<file path="src/rtl/btn_pkg.sv">
`default_nettype none
// ============================================================================
//  Module      : btn_pkg
//  Description : Shared definitions for the button event controller:
//                per-channel state encoding and hold counter width.
//  Config      : BTN_AUTOREPEAT_EN (consumed by btn_event_channel)
//  Revision    : 1.0 - initial release
// ============================================================================
package btn_pkg;

    // Width of the per-channel hold/repeat counter.
    localparam int unsigned CNT_W = 32;

    // Per-channel state encoding.
    typedef enum logic [1:0] {
        ST_IDLE   = 2'd0,
        ST_WAIT   = 2'd1,
        ST_REPEAT = 2'd2
    } btn_state_e;

endpackage : btn_pkg
`default_nettype wire

</file>
<file path="src/rtl/btn_event_channel.sv">
`default_nettype none
// ============================================================================
//  Module      : btn_event_channel
//  Description : One button channel. Emits a single-cycle event on press and,
//                with auto-repeat enabled, further events while held.
//                pulse_o is the combinational value that evt_o takes at the
//                next edge, so the top can act on an event in the same cycle.
//  Config      : BTN_AUTOREPEAT_EN - enables the hold/repeat counter.
//  Revision    : 1.0 - initial release
// ============================================================================
module btn_event_channel
    import btn_pkg::*;
#(
    parameter int HOLD_DELAY    = 50_000_000,
    parameter int REPEAT_PERIOD = 10_000_000
) (
    input  logic clk,
    input  logic rst,
    input  logic btn_i,
    output logic pulse_o,
    output logic evt_o,
    output logic held_o
);

    btn_state_e state_q;
    logic       evt_q;
    logic       held_q;
    logic       press;

    // Both timing parameters must leave room for at least one counting cycle.
    if (HOLD_DELAY < 2 || REPEAT_PERIOD < 2) begin : g_bad_timing
        $error("btn_event_channel: HOLD_DELAY and REPEAT_PERIOD must be >= 2");
    end

    // A press is a pressed level seen while idle.
    assign press = (state_q == ST_IDLE) && btn_i;

`ifdef BTN_AUTOREPEAT_EN
    localparam logic [CNT_W-1:0] HOLD_TERM   = CNT_W'(HOLD_DELAY - 1);
    localparam logic [CNT_W-1:0] REPEAT_TERM = CNT_W'(REPEAT_PERIOD - 1);

    logic [CNT_W-1:0] cnt_q;
    logic             term_hit;

    // Terminal count of whichever interval the channel is currently timing.
    assign term_hit = ((state_q == ST_WAIT)   && (cnt_q == HOLD_TERM)) ||
                      ((state_q == ST_REPEAT) && (cnt_q == REPEAT_TERM));

    // Release masks a terminal count falling in the same cycle.
    assign pulse_o = press || (btn_i && term_hit);

    // Channel FSM with hold/repeat counter and registered outputs.
    always_ff @(posedge clk) begin
        if (rst) begin
            state_q <= ST_IDLE;
            cnt_q   <= '0;
            evt_q   <= 1'b0;
            held_q  <= 1'b0;
        end else begin
            evt_q <= pulse_o;
            case (state_q)
                ST_IDLE: begin
                    cnt_q <= '0;
                    if (btn_i) begin
                        state_q <= ST_WAIT;
                        held_q  <= 1'b1;
                    end
                end
                ST_WAIT: begin
                    if (!btn_i) begin
                        state_q <= ST_IDLE;
                        cnt_q   <= '0;
                        held_q  <= 1'b0;
                    end else if (cnt_q == HOLD_TERM) begin
                        state_q <= ST_REPEAT;
                        cnt_q   <= '0;
                    end else begin
                        cnt_q <= cnt_q + CNT_W'(1);
                    end
                end
                ST_REPEAT: begin
                    if (!btn_i) begin
                        state_q <= ST_IDLE;
                        cnt_q   <= '0;
                        held_q  <= 1'b0;
                    end else if (cnt_q == REPEAT_TERM) begin
                        cnt_q <= '0;
                    end else begin
                        cnt_q <= cnt_q + CNT_W'(1);
                    end
                end
                default: begin
                    state_q <= ST_IDLE;
                    cnt_q   <= '0;
                    held_q  <= 1'b0;
                end
            endcase
        end
    end
`else
    // Without auto-repeat only the press itself produces an event.
    assign pulse_o = press;

    // Channel FSM without counter: WAIT is held until release.
    always_ff @(posedge clk) begin
        if (rst) begin
            state_q <= ST_IDLE;
            evt_q   <= 1'b0;
            held_q  <= 1'b0;
        end else begin
            evt_q <= pulse_o;
            case (state_q)
                ST_IDLE: begin
                    if (btn_i) begin
                        state_q <= ST_WAIT;
                        held_q  <= 1'b1;
                    end
                end
                ST_WAIT: begin
                    if (!btn_i) begin
                        state_q <= ST_IDLE;
                        held_q  <= 1'b0;
                    end
                end
                default: begin
                    state_q <= ST_IDLE;
                    held_q  <= 1'b0;
                end
            endcase
        end
    end
`endif

    assign evt_o  = evt_q;
    assign held_o = held_q;

endmodule : btn_event_channel
`default_nettype wire

</file>
<file path="src/rtl/button_event_ctrl.sv">
`default_nettype none
// ============================================================================
//  Module      : button_event_ctrl
//  Description : Converts debounced button levels into event pulses (one
//                channel per button) and derives run/step mode and the core
//                clock enable from the MODE and STEP channels.
//  Config      : BTN_AUTOREPEAT_EN - hold-to-repeat on every channel.
//  Revision    : 1.0 - initial release
// ============================================================================
module button_event_ctrl #(
    parameter int N_BTN         = 5,
    parameter int HOLD_DELAY    = 50_000_000,
    parameter int REPEAT_PERIOD = 10_000_000,
    parameter int STEP_BTN      = 0,
    parameter int MODE_BTN      = 1
) (
    input  logic             clk,
    input  logic             rst,
    input  logic [N_BTN-1:0] btn_db,
    output logic [N_BTN-1:0] btn_evt,
    output logic [N_BTN-1:0] btn_held,
    output logic             run_mode,
    output logic             cpu_en
);

    // One-hot selector for the step channel.
    localparam logic [N_BTN-1:0] STEP_MASK = N_BTN'(1) << STEP_BTN;

    logic [N_BTN-1:0] ch_pulse;
    logic             step_pulse;
    logic             mode_press;
    logic             run_mode_q, run_mode_d;
    logic             cpu_en_q, cpu_en_d;

    // Step and mode must be two distinct, existing channels.
    if (STEP_BTN == MODE_BTN || STEP_BTN < 0 || STEP_BTN >= N_BTN ||
        MODE_BTN < 0 || MODE_BTN >= N_BTN) begin : g_bad_channels
        $error("button_event_ctrl: STEP_BTN/MODE_BTN invalid");
    end

    for (genvar i = 0; i < N_BTN; i++) begin : g_chan
        btn_event_channel #(
            .HOLD_DELAY    (HOLD_DELAY),
            .REPEAT_PERIOD (REPEAT_PERIOD)
        ) u_chan (
            .clk     (clk),
            .rst     (rst),
            .btn_i   (btn_db[i]),
            .pulse_o (ch_pulse[i]),
            .evt_o   (btn_evt[i]),
            .held_o  (btn_held[i])
        );
    end

    assign step_pulse = |(ch_pulse & STEP_MASK);
    // Held is low exactly in IDLE, so this is the press transition only;
    // repeat pulses on the mode channel never toggle.
    assign mode_press = btn_db[MODE_BTN] & ~btn_held[MODE_BTN];

    // Next mode and clock enable, aligned with the pulse they come from.
    always_comb begin
        run_mode_d = run_mode_q ^ mode_press;
        cpu_en_d   = run_mode_d | step_pulse;
    end

    // Mode and clock-enable registers.
    always_ff @(posedge clk) begin
        if (rst) begin
            run_mode_q <= 1'b0;
            cpu_en_q   <= 1'b0;
        end else begin
            run_mode_q <= run_mode_d;
            cpu_en_q   <= cpu_en_d;
        end
    end

    assign run_mode = run_mode_q;
    assign cpu_en   = cpu_en_q;

endmodule : button_event_ctrl
`default_nettype wire

</file>
<file path="config.mk">
export PLATFORM = sky130hd
export DESIGN_NAME = button_event_ctrl
export DESIGN_NICKNAME = d
export VERILOG_FILES = /design/src/rtl/btn_pkg.sv /design/src/rtl/btn_event_channel.sv /design/src/rtl/button_event_ctrl.sv
export SDC_FILE = /design/constraint.sdc
export NUM_CORES = 1
export LEC_CHECK = 0
export ABC_CLOCK_PERIOD_IN_PS = 1900
export CORE_AREA = 2 2 39 41
export DETAILED_ROUTE_END_ITERATION = 7
export DIE_AREA = 0 0 41 43
export GPL_TIMING_DRIVEN = 1
export PLACE_DENSITY = 0.69
export SKIP_LAST_GASP = 1
export SLEW_MARGIN = 25
export SYNTH_ARGS = -nofsm -noshare
export SYNTH_HDL_FRONTEND = slang
export SYNTH_SLANG_ARGS = --single-unit
</file>
<file path="constraint.sdc">
create_clock -name clk -period 1.9 [get_ports clk]
set_input_delay 0.38 -clock clk [delete_from_list [all_inputs] [get_ports clk]]
set_output_delay 0.38 -clock clk [all_outputs]
set_load 0.05 [all_outputs]
</file>
### Word-level counts from Yosys, hierarchy flattened

Index checks and enable logic that the tools add are counted.

* magnitude comparators: 0
* bitwise operators: 4
* shift-type cells: 0
* reduce and logical (&&, ||, !) cells: 15
* $add $sub $neg: 0
* eq/ne operators: 15
* div/mod/pow operators: 0
* $mul: 0
* muxes and demuxes: 30

Operators with widths (number)
* $mux 2: 10
* $ne 2x2->1 const B: 10
* $pmux 2 s2: 5
* $eq 2x1->1 const B: 5
* $logic_not 2->1: 5
* $mux 1: 10
* $pmux 1 s2: 5
* $reduce_and 2->1: 5
* $logic_and 1x1->1: 5
* $and 1x1->1: 1
* $not 1->1: 1
* $or 1x1->1: 1
* $xor 1x1->1: 1

* bits in latches: 0
* bits in writable memories: 0
* memories kept: 0
* memory bits (read-only): 0
* bits in registers: 22
* input bits: 7
* word-level logic and storage cells: 81
* output and inout bits: 12

### Depth between registers and ports, before layout

Gate-level depths: netlist (run 1).

* depth after elaboration: 4
* gate-level depth with buffers: 4
* depth with buffers taken out: 4

### By module

A second synthesis (run 1) with hierarchy kept.

* cells, all modules: 42
* area total of the unflattened synthesis: 450.4 sq um

Modules (own cells, without submodules)
* btn_event_channel: cells each 7, sequential area each 40.0 sq um, area each 75.1 sq um, times used 5
* button_event_ctrl: cells each 7, sequential area each 40.0 sq um, area each 75.1 sq um, times used 1

### Worst setup path before layout (run 1)

Ideal clock, no wire load.

* path type: reg-to-reg
* from: register run_mode_q, in the netlist run_mode
* to: register cpu_en_q, in the netlist cpu_en
* setup time: 122 ps
* data arrival time: 892 ps
* path buffers: 0
* path slack: 887 ps
* stages on the path, launching flop included: 3
* required time: 1778 ps
* period minus slack after synthesis: 1013 ps
* path through: dfxtp_1 > xnor2_1 > a21oi_1

* word-level cells in the longest chain between the ends: 2

RTL lines
* start, declared: line button_event_ctrl.sv:32 `logic run_mode_q, run_mode_d;`
* start signal, assigned: line button_event_ctrl.sv:72 `run_mode_q <= run_mode_d;`
* $xor 1x1->1: line button_event_ctrl.sv:62 `run_mode_d = run_mode_q ^ mode_press;`
* $or 1x1->1: line button_event_ctrl.sv:63 `cpu_en_d = run_mode_d | step_pulse;`
* end signal, assigned: line button_event_ctrl.sv:73 `cpu_en_q <= cpu_en_d;`
* end, declared: line button_event_ctrl.sv:33 `logic cpu_en_q, cpu_en_d;`

Every way passes these cells.
A chain may end at the register's enable or synchronous reset.

### Worst setup path in the final report (run 1)

* from: register g_chan[4].u_chan.held_q
* to: output port btn_held[4]

RTL lines
* start, declared: line btn_event_channel.sv:27 `logic held_q;`
* start signal, assigned: line btn_event_channel.sv:109 `held_q <= 1'b0;`
* start signal, assigned: line btn_event_channel.sv:116 `held_q <= 1'b1;`
* start signal, assigned: line btn_event_channel.sv:122 `held_q <= 1'b0;`
* end, declared: line button_event_ctrl.sv:21 `output logic [N_BTN-1:0] btn_held,`

No word-level cell between the ends.

==> results.yml, run 1 <==
run_status:
  outcome: "complete, no violations"
synthesis:
  yosysSeqAreaShare: 0.467
  yosys.area.top_type: "dfxtp_1"
  postSynthCellCount: 52
  postSynthNetCount: 64
  synth_edf_count: 0
  synthDistinctLibCells: 10
  synth_area_leaders: "dfxtp_1 (47%), buf_4 (15%), ha_1 (12%)"
  syn_avg_cell_area_um2: 9.89
  async_flop_share: 0
  synth_common_cells: "dfxtp_1 (12), buf_4 (10), nor2_1 (7)"
  yosys_warnings: 0
  synth_ff_type: "dfxtp_1"
  synth_top_area_share: 0.467
  syn_area_um2: 514
  yosysMostFrequentCell: "dfxtp_1"
  ys_ff_latch: 12
clock_network:
  post_cts.repair.setup_buffers: 0
  numCtsBuffers: 3
  cts_tree: "yes"
  cts_root_buffer: "clkbuf_4"
  numClockSinks: 12
  ctsHoldBuffers: 0
  clockBufferDepth: 2
  htreeDepth: 1
  cts_resized: 0
  clk_latency_ns: 0.27
  clkTransAtPathRegs_ns: 0.07
sta:
  drv_slew: 0
  min_period_ns: 1.82
  hold_viol_final: 0
  rsz0062_at_grt: "false"
  finClkSkew_ns: 0.000669
  tns_ns: 0
  fin_crit_sh: 0.956
  setup_slack_ns: 0.0828
  hold_slack_ns: 0.533
  setup_viol: 0
  max_clock_freq_mhz: 550
  max_slew_margin: 0.671
  worstMarginPinSlew_ns: 0.491
floorplanning:
  core_um2: 1380
  start_util: 0.372
  dieArea_um2: 1760
  io_pins: 19
  rows: 14
  die_x_um: 41
  dieHeight_um: 43
worst_setup_path:
  worst_setup_path_start_kind: "flop"
  r2r_start: "g_chan[1].u_chan.held_o"
  reg2reg_depth: 4
  crit_buf_inv: 1
  crit_chain: "clkdlybuf4s50_1"
  cp.arrival_ns: 1.44
  crit_slowest_cell: "clkdlybuf4s50_1"
  cp_data_required_time_ns: 1.52
  r2r_end: "cpu_en"
  rrSetupSlack_ns: 0.87
  slowest_delay_ns: 0.81
  crit_fanout: 3
  worstSetupEndpointType: "output pin"
  worstSetupPathType: "reg2out"
  critPathTopFamily: "buffers and inverters"
finish:
  diodes: 0
  finish.utilization: 0.479
  nNetsFinal: 76
  synthToLayoutAreaGrowth_pct: 29.0
  multiInputGateArea_um2: 171
  seqCellArea_um2: 240
  drive_above_1_share: 0.111
  fillers: 154
power:
  total_leakage_power_uw: 0.000299
  peakVddDrop_uv: 724
  pwr_density_cell_nw_per_um2: 1720
detailed_routing:
  highest_layer: "met3"
  via_per_inst: 4.05
  first_iter_violations: 5
  antenna_left: 0
  route.met3.wl_um: 67
  post-route-drc-count: 0
  wl_um: 619
  wl_met1_um: 286
  wl_per_cell_um: 7.84
  drt-pass1-iter-count: 4
  wl_met2_um: 264
  routed-via-count: 320
global_route:
  grt_pass1_wl_um: 1070
  grt.overflow.total: 0
  track_usage: 0.0968
  grt_pass1_vias: 268
  grt_max_degree: 13
  antenna_found_initial: 0
min_path:
  hold_class: "reg2reg"
  min_from: "g_chan[3].u_chan.held_o"
  whs_path_depth: 2
  min_to: "g_chan[3].u_chan.held_o"
place:
  pre_cts_ws_ns: 0.374
  gp_congestion: 0.570
  port_buffers: 18
job:
  drv_cap: 0
==> sequential cells by signal, indices dropped and copies added (netlist names) <==
| signal | count |
|---|---|
| g_chan.u_chan.held_o | 5 |
| run_mode | 1 |
| cpu_en | 1 |
| g_chan.u_chan.evt_o | 5 |
==> power breakdown <==
part           internal [uW]  total, uW  switching, uW
Sequential               326        371           44.4
Combinational            205        567            362
Clock                    116        200           83.1
Total                    648       1140            490
==> how the worst max path moves through the flow <==
stage               depth (start not counted)           to  slack [ns]               startpoint
global route                                1  btn_held[4]        0.03  g_chan[4].u_chan.held_o
global placement                            1  btn_held[3]        0.38  g_chan[3].u_chan.held_o
detailed placement                          1  btn_held[4]        0.37  g_chan[4].u_chan.held_o
floorplan                                   2       cpu_en        0.89                 run_mode
finish                                      1  btn_held[4]        0.08  g_chan[4].u_chan.held_o
CTS                                         1  btn_held[3]        0.06  g_chan[3].u_chan.held_o
==> logic make-up (layout without fill, tap and decap cells) <==
logic type / count (synthesis) / after routing / synth area share
adder cells (fa/ha/maj): 5 / 5 / 0.122
AO/OA/AOI/OAI: 1 / 1 / 0.00972
XOR/XNOR: 6 / 6 / 0.102
buffers and inverters: 17 / 28 / 0.199
flip-flops: 12 / 12 / 0.467
AND/OR/NAND/NOR: 11 / 11 / 0.0998
==> layout make-up <==
class | instances | area share
sequential | 12 | 0.362
timing repair buffer | 18 | 0.260
multi-input combinational | 23 | 0.258
clock buffer | 4 | 0.0547
inverter | 6 | 0.0340
tap | 16 | 0.0302
==> stage by stage <==
stage | instance area, um^2 | cells | total power, uW
after global placement | 627 | 75 | 944
final | 663 | 79 | 1140
after detailed placement | 627 | 75 | 950
after floorplan | 514 | 52 | 871
after global routing | 663 | 79 | 1220
after CTS | 663 | 79 | 1160
==> metal layers <==
metal	vias up	GRT usage
met5	-	0
met3	0	0.0785
li1	167	-
met2	14	0.125
met1	139	0.104
met4	0	0.0600
==> placed cells by master, fill, tap and decap left out <==
| cell type | netlist | routed |
|---|---|---|
| clkbuf_8 | 0 | 1 |
| clkdlybuf4s50_1 | 0 | 15 |
| ha_1 | 5 | 5 |
| xnor2_1 | 1 | 1 |
| xor2_1 | 5 | 5 |
| buf_4 | 10 | 3 |
| dfxtp_1 | 12 | 12 |
| clkbuf_4 | 0 | 3 |
| inv_1 | 6 | 6 |
| a21oi_1 | 1 | 1 |
| nor2b_1 | 4 | 4 |
| nor2_1 | 7 | 7 |
Power figures use the tool's default switching activity.
==> run 2: changes to the inputs <==
--- a/config.mk
+++ b/config.mk
@@ -10,7 +10,9 @@
 export DETAILED_ROUTE_END_ITERATION = 7
 export DIE_AREA = 0 0 41 43
 export GPL_TIMING_DRIVEN = 1
+export HOLD_SLACK_MARGIN = 0.03
 export PLACE_DENSITY = 0.69
+export SKIP_CTS_REPAIR_TIMING = 1
 export SKIP_LAST_GASP = 1
 export SLEW_MARGIN = 25
 export SYNTH_ARGS = -nofsm -noshare
==> results of run 2 <==
Same layout as run 1: the final DEF is identical, and so are final timing and power.
==> run 3: changes to the inputs <==
--- a/config.mk
+++ b/config.mk
@@ -5,10 +5,9 @@
 export SDC_FILE = /design/constraint.sdc
 export NUM_CORES = 1
 export LEC_CHECK = 0
-export ABC_CLOCK_PERIOD_IN_PS = 1900
-export CORE_AREA = 2 2 39 41
+export CORE_AREA = 8 8 45 47
 export DETAILED_ROUTE_END_ITERATION = 7
-export DIE_AREA = 0 0 41 43
+export DIE_AREA = 0 0 53 55
 export GPL_TIMING_DRIVEN = 1
 export HOLD_SLACK_MARGIN = 0.03
 export PLACE_DENSITY = 0.69
==> run 3 against run 2 <==
  * Wire length increased by 28%
  * Largest power group unchanged
  * Final area shrank 0.75%
  * Clock power hardly changed
  * Critical path depth stayed put
  * Via count shrank 4.7%
  * Setup slack better by 0.014 ns
  * Hold slack better by 0.0038 ns
  * Register-to-register slack about the same
  * Largest cell class unchanged
  * Fmax up 0.78%
  * Die area grew 65%
  * Sequential power is essentially flat
==> results.yml, run 3 (synthesis results as in run 1) <==
place:
  port_buffers: 18
  post-place-cells: 75
  dp_hpwl_um: 618
  gp_congestion: 0.613
detailed_routing:
  wl_um: 790
  via_per_inst: 3.86
  antenna_left: 0
  routed-via-count: 305
  first_iter_violations: 1
  wl_per_cell_um: 10.0
  post-route-drc-count: 0
  drt-pass1-iter-count: 2
worst_setup_path:
  cp.arrival_ns: 1.42
  slowest_delay_ns: 0.81
  crit_chain: "clkdlybuf4s50_1"
  worstSetupEndpointType: "output pin"
  crit_slowest_cell: "clkdlybuf4s50_1"
  worstSetupPathType: "reg2out"
  cp_data_required_time_ns: 1.52
  crit_fanout: 2
  worst_setup_path_start_kind: "flop"
  crit_buf_inv: 1
  critPathTopFamily: "buffers and inverters"
finish:
  final_common_cell: "clkdlybuf4s50_1"
  stdcell_count: 79
  drive_above_1_share: 0.143
  synthToLayoutAreaGrowth_pct: 28.0
  diodes: 0
  fillers: 133
  nNetsFinal: 76
  layout_common_cells: "clkdlybuf4s50_1 (13), dfxtp_1 (12), nor2_1 (7)"
floorplanning:
  io_pins: 19
  die_x_um: 53
  dieHeight_um: 55
  core_um2: 1380
  dieArea_um2: 2920
  rows: 14
  start_util: 0.372
power:
  power_frac_comb: 0.499
  p_switching_uw: 499
  switching_share: 0.437
  pwr-share-clk: 0.176
  total_leakage_power_uw: 0.000301
  cell_internal_pwr_uw: 643
  peakVddDrop_uv: 786
  pwr_density_cell_nw_per_um2: 1740
  finalPower_uw: 1140
  seq_power_share: 0.325
sta:
  drv_slew: 0
  hold_viol_final: 0
  max_clock_freq_mhz: 555
  max_slew_margin: 0.668
  rsz0062_at_grt: "false"
  tns_ns: 0
  finClkSkew_ns: 0.00547
  worstMarginPinSlew_ns: 0.496
  fin_crit_sh: 0.949
  setup_viol: 0
  min_period_ns: 1.80
global_route:
  grt_pass1_vias: 292
  grt.overflow.total: 0
  track_usage: 0.0599
  antenna_found_initial: 0
  grt_max_degree: 13
  grt_pass1_wl_um: 1190
clock_network:
  clockBufferDepth: 2
  cts_tree: "yes"
  htreeDepth: 1
  clk_latency_ns: 0.27
  numClockSinks: 12
  clkTransAtPathRegs_ns: 0.07
  cts_root_buffer: "clkbuf_4"
  numCtsBuffers: 3
min_path:
  hold_class: "reg2reg"
job:
  drv_cap: 0
run_status:
  outcome: "complete, no violations"
[run 3: cell type report]
type | instances | area (um^2) | share of cell area
inverters | 6 | 22.5 | 0.0342
well taps | 16 | 20.0 | 0.0304
multi-input cells | 23 | 171 | 0.260
flip-flops and latches | 12 | 240 | 0.365
clock buffers | 4 | 36.3 | 0.0551
repair buffers | 18 | 168 | 0.255
[run 3: stage by stage]
stage	utilization	setup slack [ns]	hold slack (ns)	instance area (um^2)
2_1_floorplan	-	0.887	0.452	514
3_5_place_dp	0.449	0.381	0.525	622
3_3_place_gp	0.449	0.398	0.508	622
6_report	0.476	0.0968	0.537	658
4_1_cts	0.476	0.0767	0.543	658
5_1_grt	0.476	0.0552	0.574	658
[run 3: path summary, 6_finish.rpt]
kind	end	depth (start not counted)	startpoint	slack, ns
worst max-delay path	run_mode	1	run_mode	0.1
worst min-delay path	run_mode	2	run_mode	0.54
worst max register to register	g_chan[1].u_chan.held_o	4	g_chan[1].u_chan.held_o	0.87
worst min register to register	run_mode	2	run_mode	0.54
[run 3: worst min-delay path: stages, from the launching register on]
cell	delay [ns]
dfxtp_1	0.35
xnor2_1	0.08
nor2_1	0.08
[run 3: power by group through the flow]
stage	clock network, uW	logic (uW)	registers [uW]
2_1_floorplan	0	452	419
3_3_place_gp	0	568	376
3_5_place_dp	0	575	378
4_1_cts	213	578	372
5_1_grt	220	612	384
6_report	201	569	371
[run 3: layer usage]
| metal | up-vias | wire length (um) | global-route usage |
|---|---|---|---|
| li1 | 168 | - | - |
| met3 | 2 | 108 | 0.0348 |
| met1 | 124 | 358 | 0.0617 |
| met5 | - | 0 | 0 |
| met4 | 0 | 8 | 0.0647 |
| met2 | 11 | 316 | 0.0801 |
